File: config.mk
export PLATFORM = sky130hd
export DESIGN_NAME = gyro_dir_encoder
export DESIGN_NICKNAME = d
export VERILOG_FILES = /design/src/rtl/gyro_dir_pkg.sv /design/src/rtl/gyro_axis_hyst.sv /design/src/rtl/gyro_dir_encoder.sv
export SDC_FILE = /design/constraint.sdc
export NUM_CORES = 1
export LEC_CHECK = 0
export ABC_AREA = 1
export BUFFER_PORTS_ARGS = -buffer_cell sky130_fd_sc_hd__buf_2
export CAP_MARGIN = 20
export CORE_UTILIZATION = 60
export DETAILED_ROUTE_END_ITERATION = 16
export PLACE_DENSITY = 0.87
export SLEW_MARGIN = 0
export SYNTH_ARGS = -nofsm -noshare
export SYNTH_HDL_FRONTEND = slang
export SYNTH_SLANG_ARGS = --single-unit
File: constraint.sdc
create_clock -name clk -period 4.2 [get_ports clk]
set_clock_uncertainty 0.15 [all_clocks]
set_input_delay 0 -clock clk [delete_from_list [all_inputs] [get_ports clk]]
set_output_delay 0 -clock clk [all_outputs]
set_load 0.05 [all_outputs]
File: src/rtl/gyro_dir_pkg.sv
// Shared constants for the gyro direction encoder.
//   - UART byte codes for each direction class and the post-calibration marker.
//   - Per-axis direction encoding, where NEG and POS give the sign of the corrected rate.
//   - FSM state type for the encoder top level.
//   - Helpers that map an axis class onto its UART byte.
package gyro_dir_pkg;

  localparam int DATA_W = 16;

  localparam logic [7:0] CODE_TOP    = 8'h00;
  localparam logic [7:0] CODE_BOTTOM = 8'h01;
  localparam logic [7:0] CODE_LEFT   = 8'h02;
  localparam logic [7:0] CODE_RIGHT  = 8'h03;
  localparam logic [7:0] CODE_NONE   = 8'hFF;
  localparam logic [7:0] CODE_CLEAR  = 8'h63;

  localparam logic [1:0] DIR_NONE = 2'd0;
  localparam logic [1:0] DIR_NEG  = 2'd1;
  localparam logic [1:0] DIR_POS  = 2'd2;

  typedef enum logic [2:0] {
    ST_CAL,
    ST_SEND_C,
    ST_IDLE,
    ST_LATCH,
    ST_SEND_LR,
    ST_SEND_TB
  } state_t;

  // Y axis: negative rate is LEFT, positive rate is RIGHT.
  function automatic logic [7:0] lr_code(input logic [1:0] dir);
    case (dir)
      DIR_NEG: lr_code = CODE_LEFT;
      DIR_POS: lr_code = CODE_RIGHT;
      default: lr_code = CODE_NONE;
    endcase
  endfunction

  // Z axis: negative rate is TOP, positive rate is BOTTOM.
  function automatic logic [7:0] tb_code(input logic [1:0] dir);
    case (dir)
      DIR_NEG: tb_code = CODE_TOP;
      DIR_POS: tb_code = CODE_BOTTOM;
      default: tb_code = CODE_NONE;
    endcase
  endfunction

endpackage

File: src/rtl/gyro_axis_hyst.sv
// Single-axis classifier. It subtracts the calibrated bias, saturates the result to
// 16 bits, and runs a three-state hysteretic dead zone.
//   clk, rst  clock and asynchronous active-high reset
//   clr       synchronous clear back to NONE; takes priority over en
//   en        update the class from the current sample (one-cycle strobe)
//   sample    signed raw rate
//   bias      signed zero-rate bias
//   dir       current class: DIR_NONE, DIR_NEG or DIR_POS
module gyro_axis_hyst
  import gyro_dir_pkg::*;
#(
  parameter int TH_ON  = 4096,
  parameter int TH_OFF = 2048
) (
  input  logic                     clk,
  input  logic                     rst,
  input  logic                     clr,
  input  logic                     en,
  input  logic signed [DATA_W-1:0] sample,
  input  logic signed [DATA_W-1:0] bias,
  output logic [1:0]               dir
);

  // Clamp a DATA_W+1 bit difference into the signed DATA_W range.
  function automatic logic signed [DATA_W-1:0] sat_diff(input logic signed [DATA_W:0] d);
    if (d[DATA_W] != d[DATA_W-1])
      sat_diff = d[DATA_W] ? {1'b1, {(DATA_W-1){1'b0}}} : {1'b0, {(DATA_W-1){1'b1}}};
    else
      sat_diff = d[DATA_W-1:0];
  endfunction

  logic signed [DATA_W:0]   diff_p0;
  logic signed [DATA_W-1:0] corr_p0;
  int                       corr_i;
  logic [1:0]               dir_nxt;

  // Stage p0: bias subtraction with one guard bit, then saturation.
  assign diff_p0 = {sample[DATA_W-1], sample} - {bias[DATA_W-1], bias};
  assign corr_p0 = sat_diff(diff_p0);
  assign corr_i  = int'(corr_p0);

  // Strict comparisons: a value exactly on a threshold never changes the class.
  always_comb begin
    dir_nxt = dir;
    case (dir)
      DIR_NEG: begin
        if (corr_i > TH_ON)        dir_nxt = DIR_POS;
        else if (corr_i > -TH_OFF) dir_nxt = DIR_NONE;
      end
      DIR_POS: begin
        if (corr_i < -TH_ON)       dir_nxt = DIR_NEG;
        else if (corr_i < TH_OFF)  dir_nxt = DIR_NONE;
      end
      default: begin
        if (corr_i < -TH_ON)       dir_nxt = DIR_NEG;
        else if (corr_i > TH_ON)   dir_nxt = DIR_POS;
        else                       dir_nxt = DIR_NONE;
      end
    endcase
  end

  // Stage p1: registered class.
  always_ff @(posedge clk or posedge rst) begin
    if (rst)      dir <= DIR_NONE;
    else if (clr) dir <= DIR_NONE;
    else if (en)  dir <= dir_nxt;
  end

endmodule

File: src/rtl/gyro_dir_encoder.sv
// Gyro direction encoder. It sits between the PmodGYRO reader and the UART transmitter.
// It averages 2^CAL_LOG2 ticks to get a zero-rate bias, then classifies Y and Z on every
// idle tick. Each classification goes out as a two-byte frame (LR, then TB) over a
// ready/send handshake with a post-send guard window.
//   clk, rst    clock and asynchronous active-high reset
//   tick        one-cycle sample strobe
//   data_y/z    signed rates
//   recal       synchronous request to restart calibration
//   tx_ready    UART idle
//   tx_send     one-cycle transmit strobe
//   tx_data     byte being sent
//   calibrated  bias is valid
//   dir_lr      Y class
//   dir_tb      Z class
//   overrun     sticky flag for a tick dropped while busy
module gyro_dir_encoder
  import gyro_dir_pkg::*;
#(
  parameter int CAL_LOG2 = 4,
  parameter int TH_ON    = 4096,
  parameter int TH_OFF   = 2048,
  parameter int GUARD    = 2
) (
  input  logic                     clk,
  input  logic                     rst,
  input  logic                     tick,
  input  logic signed [DATA_W-1:0] data_y,
  input  logic signed [DATA_W-1:0] data_z,
  input  logic                     recal,
  input  logic                     tx_ready,
  output logic                     tx_send,
  output logic [7:0]               tx_data,
  output logic                     calibrated,
  output logic [1:0]               dir_lr,
  output logic [1:0]               dir_tb,
  output logic                     overrun
);

  localparam int ACC_W = DATA_W + CAL_LOG2;
  localparam int GRD_W = (GUARD < 1) ? 1 : $clog2(GUARD + 1);

  state_t                   state, state_nxt;
  logic signed [ACC_W-1:0]  acc_y, acc_z, acc_y_nxt, acc_z_nxt;
  logic [CAL_LOG2-1:0]      cal_cnt;
  logic signed [DATA_W-1:0] bias_y, bias_z;
  logic [GRD_W-1:0]         guard;
  logic                     can_send, send_fire, cal_done;
  logic [7:0]               send_code;

  assign acc_y_nxt = acc_y + {{CAL_LOG2{data_y[DATA_W-1]}}, data_y};
  assign acc_z_nxt = acc_z + {{CAL_LOG2{data_z[DATA_W-1]}}, data_z};
  // tx_ready is deliberately masked while the guard runs, because the UART has not yet
  // reflected the byte just handed to it.
  assign can_send  = (guard == '0) && tx_ready;

  always_ff @(posedge clk or posedge rst) begin
    if (rst) state <= ST_CAL;
    else     state <= state_nxt;
  end

  always_comb begin
    state_nxt = state;
    send_fire = 1'b0;
    send_code = CODE_NONE;
    cal_done  = 1'b0;
    case (state)
      ST_CAL: begin
        if (tick && (cal_cnt == {CAL_LOG2{1'b1}})) begin
          cal_done  = 1'b1;
          state_nxt = ST_SEND_C;
        end
      end
      ST_SEND_C: begin
        send_code = CODE_CLEAR;
        if (can_send) begin
          send_fire = 1'b1;
          state_nxt = ST_IDLE;
        end
      end
      ST_IDLE:  if (tick) state_nxt = ST_LATCH;
      ST_LATCH: state_nxt = ST_SEND_LR;
      ST_SEND_LR: begin
        send_code = lr_code(dir_lr);
        if (can_send) begin
          send_fire = 1'b1;
          state_nxt = ST_SEND_TB;
        end
      end
      ST_SEND_TB: begin
        send_code = tb_code(dir_tb);
        if (can_send) begin
          send_fire = 1'b1;
          state_nxt = ST_IDLE;
        end
      end
      default: state_nxt = ST_CAL;
    endcase
    // recal abandons whatever is in flight, including a same-cycle tick.
    if (recal) begin
      state_nxt = ST_CAL;
      send_fire = 1'b0;
      cal_done  = 1'b0;
    end
  end

  // Calibration, transmit, guard and overrun registers.
  always_ff @(posedge clk or posedge rst) begin
    if (rst) begin
      acc_y      <= '0;
      acc_z      <= '0;
      cal_cnt    <= '0;
      bias_y     <= '0;
      bias_z     <= '0;
      calibrated <= 1'b0;
      guard      <= '0;
      tx_send    <= 1'b0;
      tx_data    <= 8'h00;
      overrun    <= 1'b0;
    end else if (recal) begin
      // Bias is held so the old value stays in place until the new one exists.
      acc_y      <= '0;
      acc_z      <= '0;
      cal_cnt    <= '0;
      calibrated <= 1'b0;
      guard      <= '0;
      tx_send    <= 1'b0;
      overrun    <= 1'b0;
    end else begin
      tx_send <= send_fire;
      if (send_fire) begin
        tx_data <= send_code;
        guard   <= GRD_W'(GUARD);
      end else if (guard != '0) begin
        guard <= guard - GRD_W'(1);
      end
      if ((state == ST_CAL) && tick) begin
        cal_cnt <= cal_cnt + 1'b1;
        if (cal_done) begin
          // The upper slice of the sum is the arithmetic shift by CAL_LOG2.
          bias_y     <= acc_y_nxt[ACC_W-1:CAL_LOG2];
          bias_z     <= acc_z_nxt[ACC_W-1:CAL_LOG2];
          calibrated <= 1'b1;
          acc_y      <= '0;
          acc_z      <= '0;
        end else begin
          acc_y <= acc_y_nxt;
          acc_z <= acc_z_nxt;
        end
      end
      if (tick && (state != ST_CAL) && (state != ST_IDLE))
        overrun <= 1'b1;
    end
  end

  gyro_axis_hyst #(.TH_ON(TH_ON), .TH_OFF(TH_OFF)) u_hyst_y (
    .clk    (clk),
    .rst    (rst),
    .clr    (recal),
    .en     (state == ST_LATCH),
    .sample (data_y),
    .bias   (bias_y),
    .dir    (dir_lr)
  );

  gyro_axis_hyst #(.TH_ON(TH_ON), .TH_OFF(TH_OFF)) u_hyst_z (
    .clk    (clk),
    .rst    (rst),
    .clr    (recal),
    .en     (state == ST_LATCH),
    .sample (data_z),
    .bias   (bias_z),
    .dir    (dir_tb)
  );

endmodule

Word level (Yosys, flattened, before mapping)
Index checks and enable logic that the tools add are counted.

Register bits: 96.

Magnitude comparators: 8. Add/sub/neg operators: 6. Equality and inequality tests: 21. Bitwise gates (word level): 1. Reductions and logical operators: 22. Mux-type cells: 54.

Operator list (count): 20-bit 2-to-1 mux (6); 16-bit by 13-bit less-than comparator with 1-bit output, second input constant (4); 16-bit 2-to-1 mux (4); 20-bit adder (2); 2-bit 2-to-1 mux (19); 16-bit by 16-bit subtractor with 17-bit output (2); 16-bit by 12-bit greater-than comparator with 1-bit output, second input constant (2); 16-bit by 14-bit greater-than comparator with 1-bit output, second input constant (2); 8-bit one-hot mux with 2 select lines (2); 8-bit one-hot mux with 3 select lines (1); 4-bit by 2-bit != test with 1-bit output, second input constant (4); 3-bit 2-to-1 mux (5); 3-bit one-hot mux with 5 select lines (1); 1-bit 2-to-1 mux (12); 2-bit nonzero test (5); 3-bit != test, second input constant (3); 3-bit AND reduction (3); 4-bit 2-to-1 mux (2); 2-bit one-hot mux with 2 select lines (2); 3-bit by 2-bit == test with 1-bit output, second input constant (2); 3-bit == test, second input constant (2); 3-bit nonzero test (2); 1-bit logical AND (5); 4-bit by 1-bit adder with 4-bit output, second input constant (1); 15 further kinds (19).

Logic depth before layout (Yosys ltp)
Depth after elaboration: 9. Depth in mapped cells: 24. Gate-level depth less buffers: 23.

Cells and area by module
From an unflattened synthesis, not the netlist that was laid out.

Cell total of the unflattened synthesis: 1398. Area, all modules: 8958.6 um^2.

By module, submodules not included: gyro_dir_encoder (cells an instance 841, seq. area each 2202.1 um^2, times used 1, area each 5975.7 um^2); gyro_axis_hyst at u_hyst_z (cells an instance 280, seq. area each 50.0 um^2, times used 1, area each 1512.7 um^2); gyro_axis_hyst at u_hyst_y (cells an instance 277, seq. area each 50.0 um^2, times used 1, area each 1470.2 um^2).

Worst setup path before layout
Ideal clock, no wire load.

Kind: register -> register. Start: register bias_z[7]. End: register u_hyst_z.dir[0]. Cell stages (with the launch flop): 24. Data arrival time: 3006 ps. Slack: 924 ps. Path through: dfrtp_1 -> inv_1 -> ha_1 -> nand2_1 -> inv_1 -> nand2_1 -> nand2_1 -> a21oi_1 -> nand2_1 -> a31oi_1 -> o21ai_0 -> xor2_1 -> inv_1 -> ha_1 -> inv_1 -> clkbuf_1 -> o21ai_0 -> nand4_1 -> nand3b_1 -> nand2_1 -> nand2_1 -> nand2_1 -> nand2_1 -> nand2_1.

Word-level cells in the longest chain between the ends: 8. Elaborated cells between the ends (all ways): 17. Those cells by class: add/sub (1); order compare (4); eq/ne (3); mux (8); reduce/logical (1).

Ends and longest elaborated chain: start: declaration (line gyro_dir_encoder.sv:45) `logic signed [DATA_W-1:0] bias_y, bias_z;`; start signal: assignment (line gyro_dir_encoder.sv:141) `bias_z <= acc_z_nxt[ACC_W-1:CAL_LOG2];`; 16-bit by 16-bit subtractor with 17-bit output (*) (line gyro_axis_hyst.sv:38) `assign diff_p0 = {sample[DATA_W-1], sample} - {bias[DATA_W-1], bias};`; 16-bit 2-to-1 mux / 1-bit != test (equally long branches) (line gyro_axis_hyst.sv:27, gyro_axis_hyst.sv:26); 16-bit 2-to-1 mux (*) (line gyro_axis_hyst.sv:26) `if (d[DATA_W] != d[DATA_W-1])`; 16-bit by 13-bit less-than comparator with 1-bit output / 16-bit by 14-bit greater-than comparator with 1-bit output (equally long branches) (line gyro_axis_hyst.sv:51, gyro_axis_hyst.sv:55, gyro_axis_hyst.sv:47); 2-bit 2-to-1 mux (on tied branches) (line gyro_axis_hyst.sv:55, gyro_axis_hyst.sv:51, gyro_axis_hyst.sv:47); 2-bit one-hot mux with 2 select lines (line gyro_axis_hyst.sv:45) `case (dir)`; 2-bit 2-to-1 mux (line gyro_axis_hyst.sv:66) `else if (en) dir <= dir_nxt;`; 2-bit 2-to-1 mux (line gyro_axis_hyst.sv:65) `else if (clr) dir <= DIR_NONE;`; end signal: assignment (line gyro_axis_hyst.sv:66); end: declaration (line gyro_axis_hyst.sv:21) `output logic [1:0] dir`.

Mark *: on every way between the ends. The rest lies on a longest branch, timed or not. The select of a mux whose other input is x is not followed. A chain may end at the register's enable or synchronous reset.

Worst setup path in the final report
Start: register bias_z[8]. End: register u_hyst_z.dir[1].

Word-level cells in the longest chain between the ends: 9. Elaborated cells between the ends (all ways): 18. Those cells by class: add/sub (1); order compare (4); eq/ne (3); mux (9); reduce/logical (1).

Ends and longest elaborated chain: 16-bit by 16-bit subtractor with 17-bit output (*) (line gyro_axis_hyst.sv:38); 16-bit 2-to-1 mux / 1-bit != test (equally long branches) (line gyro_axis_hyst.sv:27, gyro_axis_hyst.sv:26); 16-bit 2-to-1 mux (*) (line gyro_axis_hyst.sv:26); 16-bit by 14-bit greater-than comparator with 1-bit output (line gyro_axis_hyst.sv:47, gyro_axis_hyst.sv:56); 2-bit 2-to-1 mux (line gyro_axis_hyst.sv:56) `else if (corr_i > TH_ON) dir_nxt = DIR_POS;`; 2-bit 2-to-1 mux (line gyro_axis_hyst.sv:55) `if (corr_i < -TH_ON) dir_nxt = DIR_NEG;`; 2-bit one-hot mux with 2 select lines (line gyro_axis_hyst.sv:45); 2-bit 2-to-1 mux (line gyro_axis_hyst.sv:66); 2-bit 2-to-1 mux (line gyro_axis_hyst.sv:65).

Marks and branches as above.

==> qor.yml <==
yosys_most_used_dff: "dfrtp_1"
max_stage_delay_ns: 0.37
dp_cells: 1404
synth_cell_type_count: 46
place_congestion: 0.9397
synth_cells: 1195
final_nets: 1367
cts_sinks: 92
cts_setup_buffers: 0
timing.rr.start: "bias_z[8]$_DFFE_PP0P_"
cp_common_cell: "nand2_1"
r2r_end: "u_hyst_z.dir[1]$_DFFE_PP0P_"
die_area_um2: 14210
r2r_slack_ns: 0.45
synth_warnings: 0
yosysSeqAreaShare: 0.2794
stdcell_area_um2: 8997
hold_path.class: "in -> reg"
grt_setup_unrepaired: "false"
final_max_slew_viol_count: 0
grt_pass1_wl_um: 34600
ys_seq_elements: 92
layout.cells.non_filler: 1427
period_needed_ns: 3.749
initial_core_util: 0.6198
power.leakage_nw: 4.937
fin_ws_ns: 0.4509
clock-root-buffer: "clkbuf_16"
wl_um: 20640
worst_slew_pin_slew_ns: 0.8159
grt-ovfl-total: 0
required_ns: 4.29
setup_tns_ns: 0
crit_start: "bias_z[8]$_DFFE_PP0P_"
timing.fmax_mhz: 266.7
crit_type: "reg -> reg"
worst_r2r_path_depth: 20
first_pass_iters: 5
hold_violations: 0
hpwl_um: 15940
ys_async_sr_fraction: 1.000
die_h_um: 119.2
crit_path_start_kind: "flip-flop"
fp.coreArea_um2: 13300
drc: 0
dp_slack_ns: 0.4792
cts_max_level: 3
drv_cap: 0
placed_area_um2: 8625
worstPathArrival_ns: 3.84
cp-end-kind: "flip-flop"
setup_viol: 0
clk_pin_slew_worst_paths_ns: 0.07
ant_nets: 0
grt_pass1_vias: 7731
fillers: 1165
track_usage: 0.3017
crit_fanout: 15
fin_crit_sh: 0.8927
cts_made_buffers: 9
synthesis.nets: 1316
antenna_found_initial: 0
clk-insertion-delay-late_ns: 0.35
outcome: "finished clean"
drive_gt1_frac: 0.1063
port_buffers: 51
clk_path_buf_depth: 2
io_pins: 52
tritoncts: "done"
grt_start_max_net_pins: 67
crit_end: "u_hyst_z.dir[1]$_DFFE_PP0P_"
worst_path_max_delay_cell: "ha_1"
vias: 8024
die_width_um: 119.2
slew_headroom: 0.4561
rows: 42
ir_drop_uv: 337.8
drtIter0Drc: 533
drt-vias-per-instance: 5.623
synthToLayoutAreaGrowth_pct: 9.186
drt-wirelength-per-cell_um: 14.47
worstPathCellList: "inv_1 -> ha_1 -> a21oi_1 -> nand2_1 -> a21oi_1 -> nand2_1 -> a31oi_1 -> o21ai_0 -> xor2_1 -> inv_1 -> ha_1 -> inv_1 -> nand3_1 -> nand2_1 -> nor2_2 -> nand3b_4 -> a21oi_4 -> nand2_1 -> nand2_1 -> nand2_1"
synth_edf_count: 0
power_density_nw_per_um2: 660.2
avgSynthCellArea_um2: 6.896
antennaDiodeCount: 0
syn_area_um2: 8240
[cells in the mapped netlist (2+ instances only)]
| master | count | area (µm²) |
|---|---|---|
| and2_1 | 3 | 18.77 |
| a21oi_1 | 60 | 300.3 |
| buf_4 | 6 | 45.04 |
| a22o_1 | 5 | 43.79 |
| nand2_4 | 4 | 45.04 |
| a21oi_2 | 4 | 35.03 |
| nor2_2 | 6 | 37.54 |
| o21ai_1 | 3 | 15.01 |
| nor2_1 | 75 | 281.5 |
| nand2_2 | 24 | 150.1 |
| a21oi_4 | 3 | 48.80 |
| o21bai_1 | 5 | 37.54 |
| nand3_2 | 3 | 30.03 |
| a32o_1 | 8 | 80.08 |
| nor4_1 | 4 | 25.02 |
| nand3b_1 | 5 | 37.54 |
| nand3_1 | 102 | 510.5 |
| fa_1 | 4 | 80.08 |
| nand2_1 | 346 | 1299 |
| dfrtp_1 | 92 | 2302 |
| clkbuf_1 | 12 | 45.04 |
| inv_2 | 4 | 15.01 |
| nand4_1 | 19 | 118.9 |
| ha_1 | 80 | 1001 |
| o211ai_1 | 6 | 45.04 |
| inv_1 | 154 | 578.1 |
| o31ai_1 | 3 | 22.52 |
| buf_2 | 2 | 10.01 |
| a21o_1 | 2 | 15.01 |
| or2_2 | 9 | 56.30 |
| nor3_1 | 8 | 40.04 |
| xor2_1 | 20 | 175.2 |
| o21ai_0 | 83 | 415.4 |
| xnor2_1 | 13 | 113.9 |
| a31oi_1 | 7 | 43.79 |
[logic make-up (layout without fill, tap and decap cells)]
logic type,after synthesis,after routing,synth area share
simple gates,615,615,0.3318
compound gates,192,192,0.1367
buf+inv,179,235,0.08594
flops,92,92,0.2794
fa+ha+maj,84,84,0.1312
xor+xnor,33,33,0.03507
[cell type report]
class                   instances  area (µm²)  area share
clock buffers                  11       242.7     0.02698
clock inverters                 5       60.06    0.006675
repair buffers                 61       347.8     0.03866
multi-input cells             924        5230      0.5813
inverters                     158       594.3     0.06605
flip-flops and latches         92        2302      0.2559
well taps                     176       220.2     0.02448
[worst min path at each step]
stage | start | endpoint | slack [ns] | depth (start not counted)
2_1_floorplan | recal | guard[1]$_DFFE_PP0P_ | -0.09 | 1
3_3_place_gp | rst | u_hyst_z.dir[1]$_DFFE_PP0P_ | -0.11 | 2
3_5_place_dp | rst | u_hyst_z.dir[0]$_DFFE_PP0P_ | -0.1 | 2
4_1_cts | data_y[1] | acc_y[1]$_DFFE_PP0P_ | 0.02 | 3
5_1_grt | data_y[1] | acc_y[1]$_DFFE_PP0P_ | 0.05 | 3
6_report | data_y[1] | acc_y[1]$_DFFE_PP0P_ | 0.03 | 3
[registers in the layout, summed over array words and instances, names as in the netlist]
signal,count
bias_y,16
bias_z,16
calibrated,1
cal_cnt,4
acc_z,20
state,3
tx_send,1
tx_data,4
guard,2
u_hyst_y.dir,2
acc_y,20
u_hyst_z.dir,2
overrun,1
[layer usage]
layer	up-vias	global-route usage	part of all wire	wire, µm
li1	4044	-	-	-
met1	3720	0.3732	0.43	8978
met2	218	0.5338	0.49	10190
met3	42	0.03736	0.045	925
met4	0	0.1147	0.026	543
met5	-	0	0	0
[cell usage in the layout, fill, tap and decap left out, types with 24 or more instances in the layout]
master	Yosys	routed
a21oi_1	60	60
buf_2	2	51
dfrtp_1	92	92
ha_1	80	80
inv_1	154	153
nand2_1	346	346
nand2_2	24	24
nand3_1	102	102
nor2_1	75	75
o21ai_0	83	83
[what timing repair did]
action	4_1_cts	5_1_grt
endpoints found under the setup margin	0	0
hold buffers	7	0
gates resized for setup	0	0
hold endpoints to repair	40	0
[report_power, final]
group | switching (mW) | total, mW | internal [mW] | leakage (nW)
logic | 2.47 | 3.77 | 1.30 | 3.64
registers | 0.168 | 1.33 | 1.16 | 1.15
clock network | 0.365 | 0.846 | 0.481 | 0.146
[per-stage QoR]
step	util	hold slack, ns	total power [mW]
after floorplan	-	-0.08653	4.352
after global placement	0.6487	-0.1058	4.891
after detailed placement	0.6487	-0.09830	5.022
after CTS	0.6767	0.02389	5.899
after global routing	0.6767	0.05369	6.486
final	0.6767	0.03240	5.940
[worst max-delay path: cells and delay by family (launching register included)]
family,cells,cell delay [ns]
AOI/OAI and AO/OA,5,0.83
adders and majority gates,2,0.70
and+or+nand+nor,9,1.05
buffers and inverters,3,0.34
xor gates and xnor gates,1,0.22
DFF,1,0.33
Power figures use the tool's default switching activity.
